--- config.mk ---
export PLATFORM = sky130hd
export DESIGN_NAME = rtc_sonar_sequencer
export DESIGN_NICKNAME = d
export VERILOG_FILES = /design/src/rtl/rtc_sonar_sequencer.sv
export SDC_FILE = /design/constraint.sdc
export NUM_CORES = 1
export LEC_CHECK = 0
export ABC_AREA = 0
export BUFFER_PORTS_ARGS = -buffer_cell sky130_fd_sc_hd__buf_2
export CELL_PAD_IN_SITES_DETAIL_PLACEMENT = 0
export CELL_PAD_IN_SITES_GLOBAL_PLACEMENT = 2
export CORE_ASPECT_RATIO = 1.2
export CORE_MARGIN = 2
export CORE_UTILIZATION = 36
export DETAILED_ROUTE_END_ITERATION = 7
export GPL_TIMING_DRIVEN = 0
export PLACE_DENSITY_LB_ADDON = 0.1
export SLEW_MARGIN = 20
export SYNTH_ARGS = -nofsm -noshare
export SYNTH_HDL_FRONTEND = slang
export SYNTH_SLANG_ARGS = --single-unit
--- constraint.sdc ---
create_clock -name clock -period 4.6 [get_ports clock]
set_input_delay 0.92 -clock clock [delete_from_list [all_inputs] [get_ports clock]]
set_output_delay 0.92 -clock clock [all_outputs]
set_load 0.02 [all_outputs]
--- src/rtl/rtc_sonar_sequencer.sv ---
// Avalon-MM master that runs one ultrasonic time-of-flight measurement per start
// request against the realtime-clock slave and reports the wrap-aware echo delay.
module rtc_sonar_sequencer #(
    parameter int unsigned PULSE_CYCLES   = 500,
    parameter int unsigned POLL_GAP       = 8,
    parameter int unsigned TIMEOUT_CYCLES = 2_500_000
) (
    input  logic        clock,
    input  logic        reset,
    input  logic        start,
    output logic [15:0] avm_address,
    output logic        avm_read,
    output logic        avm_write,
    output logic [31:0] avm_writedata,
    input  logic [31:0] avm_readdata,
    input  logic        avm_waitrequest,
    output logic        busy,
    output logic        result_valid,
    output logic        timeout,
    output logic [31:0] tx_time,
    output logic [31:0] rx_time,
    output logic [31:0] tof
);

    localparam int unsigned DATA_W = 32;
    localparam int unsigned ADDR_W = 16;
    localparam int unsigned HOLD_W = 16;
    localparam int unsigned GAP_W  = 8;

    localparam logic [ADDR_W-1:0] ADDR_TRIG = 16'h0100;
    localparam logic [ADDR_W-1:0] ADDR_TX   = 16'h0200;
    localparam logic [ADDR_W-1:0] ADDR_FIRE = 16'h0300;

    localparam logic [HOLD_W-1:0] HOLD_LOAD   = HOLD_W'(PULSE_CYCLES - 1);
    localparam logic [GAP_W-1:0]  GAP_LOAD    = GAP_W'(POLL_GAP);
    localparam logic [DATA_W-1:0] TIMEOUT_LIM = DATA_W'(TIMEOUT_CYCLES);

    typedef enum logic [3:0] {
        S_IDLE,
        S_BASE,
        S_ARM,
        S_FIRE,
        S_HOLD,
        S_RELEASE,
        S_READ_TX,
        S_POLL,
        S_GAP,
        S_DONE
    } state_e;

    state_e              state_q, state_d;
    logic [ADDR_W-1:0]   addr_q, addr_d;
    logic                rd_q, rd_d;
    logic                wr_q, wr_d;
    logic [DATA_W-1:0]   wdata_q, wdata_d;
    logic                busy_q, busy_d;
    logic                rvalid_q, rvalid_d;
    logic                tmo_q, tmo_d;
    logic [DATA_W-1:0]   tx_q, tx_d;
    logic [DATA_W-1:0]   rx_q, rx_d;
    logic [DATA_W-1:0]   tof_q, tof_d;
    logic [DATA_W-1:0]   baseline_q, baseline_d;
    logic [DATA_W-1:0]   tx_cap_q, tx_cap_d;
    logic [DATA_W-1:0]   timer_q, timer_d;
    logic [HOLD_W-1:0]   hold_cnt_q, hold_cnt_d;
    logic [GAP_W-1:0]    gap_cnt_q, gap_cnt_d;

    logic                xfer_done_c;
    logic                tmo_hit_c;
    logic                fin_echo;
    logic                fin_tmo;
    logic [DATA_W-1:0]   fin_tx;

    assign xfer_done_c = (rd_q | wr_q) & ~avm_waitrequest;
    assign tmo_hit_c   = (timer_q >= TIMEOUT_LIM);

    // Next-state, bus strobes and result latching
    always_comb begin
        state_d    = state_q;
        addr_d     = addr_q;
        rd_d       = rd_q;
        wr_d       = wr_q;
        wdata_d    = wdata_q;
        busy_d     = busy_q;
        rvalid_d   = 1'b0;
        tmo_d      = tmo_q;
        tx_d       = tx_q;
        rx_d       = rx_q;
        tof_d      = tof_q;
        baseline_d = baseline_q;
        tx_cap_d   = tx_cap_q;
        timer_d    = tmo_hit_c ? timer_q : timer_q + 32'd1;
        hold_cnt_d = hold_cnt_q;
        gap_cnt_d  = gap_cnt_q;
        fin_echo   = 1'b0;
        fin_tmo    = 1'b0;
        fin_tx     = tx_cap_q;

        // A bus state holds its strobe until completion, then idles one cycle with
        // the strobe low before the next state issues its own transfer.
        case (state_q)
            S_IDLE: begin
                if (start) begin
                    state_d = S_BASE;
                    rd_d    = 1'b1;
                    addr_d  = ADDR_TRIG;
                    busy_d  = 1'b1;
                end
            end
            S_BASE: begin
                if (rd_q) begin
                    if (xfer_done_c) begin
                        rd_d       = 1'b0;
                        baseline_d = avm_readdata;
                    end
                end else begin
                    state_d = S_ARM;
                    wr_d    = 1'b1;
                    addr_d  = ADDR_TX;
                    wdata_d = 32'd1;
                end
            end
            S_ARM: begin
                if (wr_q) begin
                    if (xfer_done_c) wr_d = 1'b0;
                end else begin
                    state_d = S_FIRE;
                    wr_d    = 1'b1;
                    addr_d  = ADDR_FIRE;
                    wdata_d = 32'd1;
                end
            end
            S_FIRE: begin
                if (wr_q) begin
                    if (xfer_done_c) begin
                        wr_d    = 1'b0;
                        // counter reads 0 in the completion cycle itself
                        timer_d = 32'd1;
                    end
                end else begin
                    state_d    = S_HOLD;
                    hold_cnt_d = HOLD_LOAD;
                end
            end
            S_HOLD: begin
                if (hold_cnt_q == '0) begin
                    state_d = S_RELEASE;
                    wr_d    = 1'b1;
                    addr_d  = ADDR_FIRE;
                    wdata_d = 32'd0;
                end else begin
                    hold_cnt_d = hold_cnt_q - 16'd1;
                end
            end
            S_RELEASE: begin
                if (wr_q) begin
                    if (xfer_done_c) wr_d = 1'b0;
                end else begin
                    state_d = S_READ_TX;
                    rd_d    = 1'b1;
                    addr_d  = ADDR_TX;
                end
            end
            S_READ_TX: begin
                if (rd_q) begin
                    if (xfer_done_c) begin
                        rd_d     = 1'b0;
                        tx_cap_d = avm_readdata;
                        fin_tx   = avm_readdata;
                        fin_tmo  = tmo_hit_c;
                    end
                end else begin
                    state_d = S_POLL;
                    rd_d    = 1'b1;
                    addr_d  = ADDR_TRIG;
                end
            end
            S_POLL: begin
                if (xfer_done_c) begin
                    rd_d = 1'b0;
                    if (avm_readdata != baseline_q) begin
                        fin_echo = 1'b1;
                    end else if (tmo_hit_c) begin
                        fin_tmo = 1'b1;
                    end else begin
                        state_d   = S_GAP;
                        gap_cnt_d = GAP_LOAD;
                    end
                end
            end
            S_GAP: begin
                if (tmo_hit_c) begin
                    fin_tmo = 1'b1;
                end else if (gap_cnt_q == '0) begin
                    state_d = S_POLL;
                    rd_d    = 1'b1;
                    addr_d  = ADDR_TRIG;
                end else begin
                    gap_cnt_d = gap_cnt_q - 8'd1;
                end
            end
            S_DONE: begin
                state_d = S_IDLE;
            end
            default: begin
                state_d = S_IDLE;
            end
        endcase

        if (fin_echo || fin_tmo) begin
            state_d  = S_DONE;
            rd_d     = 1'b0;
            wr_d     = 1'b0;
            busy_d   = 1'b0;
            rvalid_d = 1'b1;
            tx_d     = fin_tx;
            tmo_d    = ~fin_echo;
            rx_d     = fin_echo ? avm_readdata : 32'd0;
            tof_d    = fin_echo ? (avm_readdata - fin_tx) : 32'd0;
        end
    end

    // State and output registers
    always_ff @(posedge clock or negedge reset) begin
        if (!reset) begin
            state_q    <= S_IDLE;
            addr_q     <= '0;
            rd_q       <= 1'b0;
            wr_q       <= 1'b0;
            wdata_q    <= '0;
            busy_q     <= 1'b0;
            rvalid_q   <= 1'b0;
            tmo_q      <= 1'b0;
            tx_q       <= '0;
            rx_q       <= '0;
            tof_q      <= '0;
            baseline_q <= '0;
            tx_cap_q   <= '0;
            timer_q    <= '0;
            hold_cnt_q <= '0;
            gap_cnt_q  <= '0;
        end else begin
            state_q    <= state_d;
            addr_q     <= addr_d;
            rd_q       <= rd_d;
            wr_q       <= wr_d;
            wdata_q    <= wdata_d;
            busy_q     <= busy_d;
            rvalid_q   <= rvalid_d;
            tmo_q      <= tmo_d;
            tx_q       <= tx_d;
            rx_q       <= rx_d;
            tof_q      <= tof_d;
            baseline_q <= baseline_d;
            tx_cap_q   <= tx_cap_d;
            timer_q    <= timer_d;
            hold_cnt_q <= hold_cnt_d;
            gap_cnt_q  <= gap_cnt_d;
        end
    end

    assign avm_address   = addr_q;
    assign avm_read      = rd_q;
    assign avm_write     = wr_q;
    assign avm_writedata = wdata_q;
    assign busy          = busy_q;
    assign result_valid  = rvalid_q;
    assign timeout       = tmo_q;
    assign tx_time       = tx_q;
    assign rx_time       = rx_q;
    assign tof           = tof_q;

endmodule
==> Yosys cells after proc, flatten, opt, wreduce, memory -nomap -nowiden <==
Cells that the tools add are included.
{ "word_totals": {"regBits": 273, "input_bits": 36, "rom_bits": 0, "n_memories": 0, "output_inout_bits": 149, "mem_bits_rw": 0, "latch_bits": 0} }
{ "classes": {"n_mux": 73, "n_mul": 0, "shifts": 0, "order_cmp": 1, "n_bitwise": 4, "add_sub_neg": 4, "n_div": 0, "reduce_logical": 22, "eq_ne": 35} }
{ "op_table": {"columns": ["op", "n"], "rows": [
  ["$mux 32", 12],
  ["$mux 16", 10],
  ["$pmux 16 s7", 1],
  ["$pmux 32 s3", 1],
  ["$mux 4", 13],
  ["$mux 8", 5],
  ["$ne 3x3->1 const B", 12],
  ["$pmux 4 s9", 1],
  ["$add 32x1->32 const B", 1],
  ["$ge 32x22->1 const B", 1],
  ["$ne 32x32->1", 1],
  ["$pmux 16 s2", 1],
  ["$sub 32x32->32", 1],
  ["$ne 2x2->1 const B", 14],
  ["$mux 1", 25],
  ["$eq 4x3->1 const B", 4],
  ["$logic_not 16->1", 1],
  ["$pmux 8 s2", 1],
  ["$sub 16x1->16 const B", 1],
  ["$reduce_bool 7->1", 2],
  ["$reduce_and 12->1", 1],
  ["$reduce_and 6->1", 2],
  ["$reduce_and 3->1", 3],
  ["$reduce_and 9->1", 1],
  ["other kinds (19)", 24]
]} }

==> Depth between registers and ports, before layout <==
{ "depth": {"word_depth": 8, "depth_mapped": 17} }

==> Least setup slack after synthesis <==
OpenSTA, ideal clock, no wires.
{ "synth_timing": {"kind": "input -> register", "start": "input avm_waitrequest", "end": "register tof_q[29], in the netlist tof[29]", "setup_ns": 0.121, "arrival_ns": 4.212, "stages": 14, "slack_ns": 0.267, "path_buffers": 2, "cell_sequence": "nor2_1 -> or4b_1 -> buf_2 -> buf_1 -> mux2i_1 -> ha_1 -> a2111oi_0 -> o21ai_0 -> o21a_1 -> or3_1 -> a21boi_1 -> o2111ai_1 -> xor2_1 -> a22o_1"} }
{ "synth_between": {"elab_chain_cells": 7} }
{ "synth_lines": {"columns": ["element", "line_no", "rtl"], "rows": [
  ["start, declared", "16", "input logic avm_waitrequest,"],
  ["$not 1->1 *", "74", "assign xfer_done_c = (rd_q | wr_q) & ~avm_waitrequest;"],
  ["$and 1x1->1 *", "74", null],
  ["$mux 32", "166", "if (xfer_done_c) begin"],
  ["$mux 32 (2 in a row)", null, null],
  ["$sub 32x32->32", "219", "tof_d = fin_echo ? (avm_readdata - fin_tx) : 32'd0;"],
  ["$mux 32", "219", null],
  ["end signal, assigned", "253", "tof_q <= tof_d;"],
  ["end, declared", "61", "logic [DATA_W-1:0] tof_q, tof_d;"]
]} }
Mark *: on every way between the ends. The rest lies on a longest branch, timed or not.
A chain may end at the register's enable or synchronous reset.

==> Worst setup path in the final report <==
Ends and elaborated chain as after synthesis.

==> qor.yml <==
critical_path:
  critPathCaptureType: "register"
  rrSetupSlack_ns: 0.22
  reg2reg_to: "tof[29]$_DFFE_PN0P_"
  cp_num_cells: 16
  crit_start: "avm_waitrequest"
  crit_path_frequent_cell: "buf_2"
  slowest_stage: "or4b_1"
  crit_path_max_incr_delay_ns: 0.45
  rr_startpoint: "state_q[2]$_DFFE_PN0P_"
  worst-path-max-fanout: 10
  crit_arrival_ns: 4.81
  crit_end: "tof[29]$_DFFE_PN0P_"
  worstRegToRegCells: 16
  crit_family: "compound AO/OA/AOI/OAI gates"
  required_ns: 5.03
  crit_buf_inv: 4
  cp-start-kind: "input port"
  criticalPathCategory: "in2reg"
  crit_chain: "buf_2 -> nor2_1 -> or4b_1 -> buf_2 -> buf_2 -> mux2i_1 -> ha_1 -> clkbuf_1 -> a21oi_1 -> o21ai_0 -> a32o_1 -> or3_1 -> a21boi_2 -> o2111ai_1 -> xor2_1 -> a22o_1"
cts:
  h-tree-depth: 1
  cts_tree: "done"
  post_cts_buffers: 0
  clk_transition_reported_paths_ns: 0.06
  clk_latency_ns: 0.54
  cts_buffers: 27
  clockRootBuffer: "clkbuf_16"
  hold_buffers: 0
  cts.sinks: 228
  clock_path_buffers: 3
drt:
  via_count: 8931
  antenna_left: 0
  route.detailed.drc: 0
  dr.pass1.iters: 4
  wl_per_cell_um: 18.5
  wirelength_mm: 33.1
  drt_iter0_markers: 422
  drt-vias-per-instance: 4.99
power_and_ir_drop:
  vdd_drop_max_mv: 0.329
  power_density_nw_per_um2: 725
  power_leakage_nw: 7.04
floorplan:
  num_rows: 72
  design.die.area_um2: 33900
  start_util_pct: 36.4
  die_h_um: 201
  pin_count: 185
  die_w_um: 168
  core_um2: 32100
sta:
  period_share_pct: 95.3
  setup_slack_ns: 0.214
  tightest_slew_ns: 0.946
  period_needed_ns: 4.39
  drv_slew: 0
  finalHoldViolCount: 0
  fin_skew_ns: 0.0122
  setup_viol: 0
  clock.fmax_ghz: 0.228
  relSlewSlack_pct: 36.9
yosys:
  synth_edf_count: 0
  yosysWarnings: 0
  synth-seq-cells: 228
  synth_xor_area_share_pct: 6.38
  yosysMostFrequentCell: "dfrtp_1"
  syn_area_um2: 11700
  yosys.area_share.adder_pct: 4.03
  synthMuxAreaShare_pct: 5.67
  synth.distinct_cells: 74
  synth.top_cell.area_share_pct: 48.9
  synth_cells: 1151
  yosys.area_share.simple_pct: 13.8
  ys.flop_type: "dfrtp_1"
  async_reset_ff_share_pct: 100
  synth_top_family_by_area: "compound AO/OA/AOI/OAI gates"
  yosys.area.top_type: "dfrtp_1"
  synth.avg_cell_area_um2: 10.1
  synth.area.top_cells: "dfrtp_1, xor2_1, ha_1"
  synth_compound_area_share_pct: 14.8
  synth-seq-area-share_pct: 48.9
  yosys-top-cells-count: "dfrtp_1, nor2_1, a21oi_1"
final_layout:
  stdcell_count: 1790
  final_area_um2: 14100
  drive_above_1_share_pct: 22.1
  final_util_pct: 44.0
  nets: 1436
  fill_cells: 3162
  diodes: 0
  syn_to_final_growth_pct: 20.8
grt:
  grt_max_degree: 86
  grt_pass1_wl_mm: 51.8
  grt_pass1_vias: 8911
  globalRouteOverflowTotal: 0
  track_usage_pct: 19.6
  antenna_found_initial: 0
hold_path:
  hold_path.class: "in2async"
flow_run:
  cap_violations: 0
status:
  run_status: "complete, no violations"
place:
  io_buffers: 139
  dpl.hpwl_mm: 24.0
  dpl.cell_count: 1743
  place_area_um2: 13100
  dp_slack_ns: -0.706
  gp_congestion: 0.821
[what timing repair did]
action,4_1_cts,5_1_grt
gates resized for setup,7,15
hold endpoints to repair,0,0
pin swaps,0,1
endpoints found under the setup margin,7,12
[layer usage]
metal | share of wire (%) | vias up | wire, µm | global-route usage, %
li1 | - | 4383 | - | -
met1 | 45 | 4352 | 14700 | 26.1
met2 | 50 | 157 | 16500 | 33.7
met3 | 3.8 | 39 | 1240 | 2.58
met4 | 1.8 | 0 | 600 | 4.90
met5 | 0 | - | 0 | 0
[through the flow]
stage / total power, W / hold WS (ns) / setup TNS (ns)
3_3_place_gp: 0.00791 / 0.464 / -404.72
4_1_cts: 0.0103 / 0.414 / 0
6_report: 0.0102 / 0.389 / 0
5_1_grt: 0.0110 / 0.438 / -0.0456
3_5_place_dp: 0.00796 / 0.471 / -8.11
2_1_floorplan: 0.00654 / 0.465 / 0
[area by class of cell]
type	count	area, µm²	share of cell area, %
Tap cell	407	509	3.61
Sequential cell	228	5710	40.5
Inverter	53	199	1.41
Buffer	95	556	3.94
Multi-Input combinational cell	817	5410	38.4
Clock inverter	12	163	1.15
Timing Repair Buffer	141	761	5.40
Clock buffer	37	793	5.63
[sequential cells by signal (all words and copies together), names as in the netlist, 2 cells and up]
name         count
hold_cnt_q      16
baseline_q      32
rx_time         32
tx_cap_q        32
timer_q         32
state_q          4
tx_time         32
avm_address      2
tof             32
gap_cnt_q        8
[cells by family (layout without fill, tap and decap cells)]
family,Yosys count,count (layout)
buffers and inverters,150,338
flip-flops,228,228
AO/OA/AOI/OAI,260,260
XOR/XNOR,85,85
other,1,45
adder cells (fa/ha/maj),37,37
multiplexers,62,62
AND/OR/NAND/NOR,328,328
[cell usage in the layout (no fill, tap or decap), types with 18 or more instances in the layout]
cell type,n
dfrtp_1,228
buf_2,153
nor2_1,115
a21oi_1,74
nand2_1,69
xor2_1,66
o21ai_0,60
inv_1,52
buf_4,46
conb_1,45
a22o_1,38
clkbuf_1,34
ha_1,34
mux2_2,33
mux2i_1,27
clkbuf_16,27
nand4_1,19
xnor2_1,19
nand3_1,18
nor3_1,18
[report_power, final]
part	leakage [nW]	internal, W	switching, W
registers	2.86	0.00289	0.000579
logic	3.71	0.00176	0.00270
clock network	0.477	0.00142	0.000866
[worst min-delay path by stage]
stage               cells after the start  slack, ns                          to                  start
floorplan                               1       0.46       timer_q[26]$_DFF_PN0_  timer_q[26]$_DFF_PN0_
global placement                        2       0.46         tof[23]$_DFFE_PN0P_    tof[23]$_DFFE_PN0P_
detailed placement                      2       0.47         tof[19]$_DFFE_PN0P_    tof[19]$_DFFE_PN0P_
CTS                                     1       0.41   hold_cnt_q[7]$_DFFE_PN0P_                  reset
global route                            1       0.44  hold_cnt_q[12]$_DFFE_PN0P_                  reset
finish                                  1       0.39  hold_cnt_q[12]$_DFFE_PN0P_                  reset
Power figures use the tool's default switching activity.
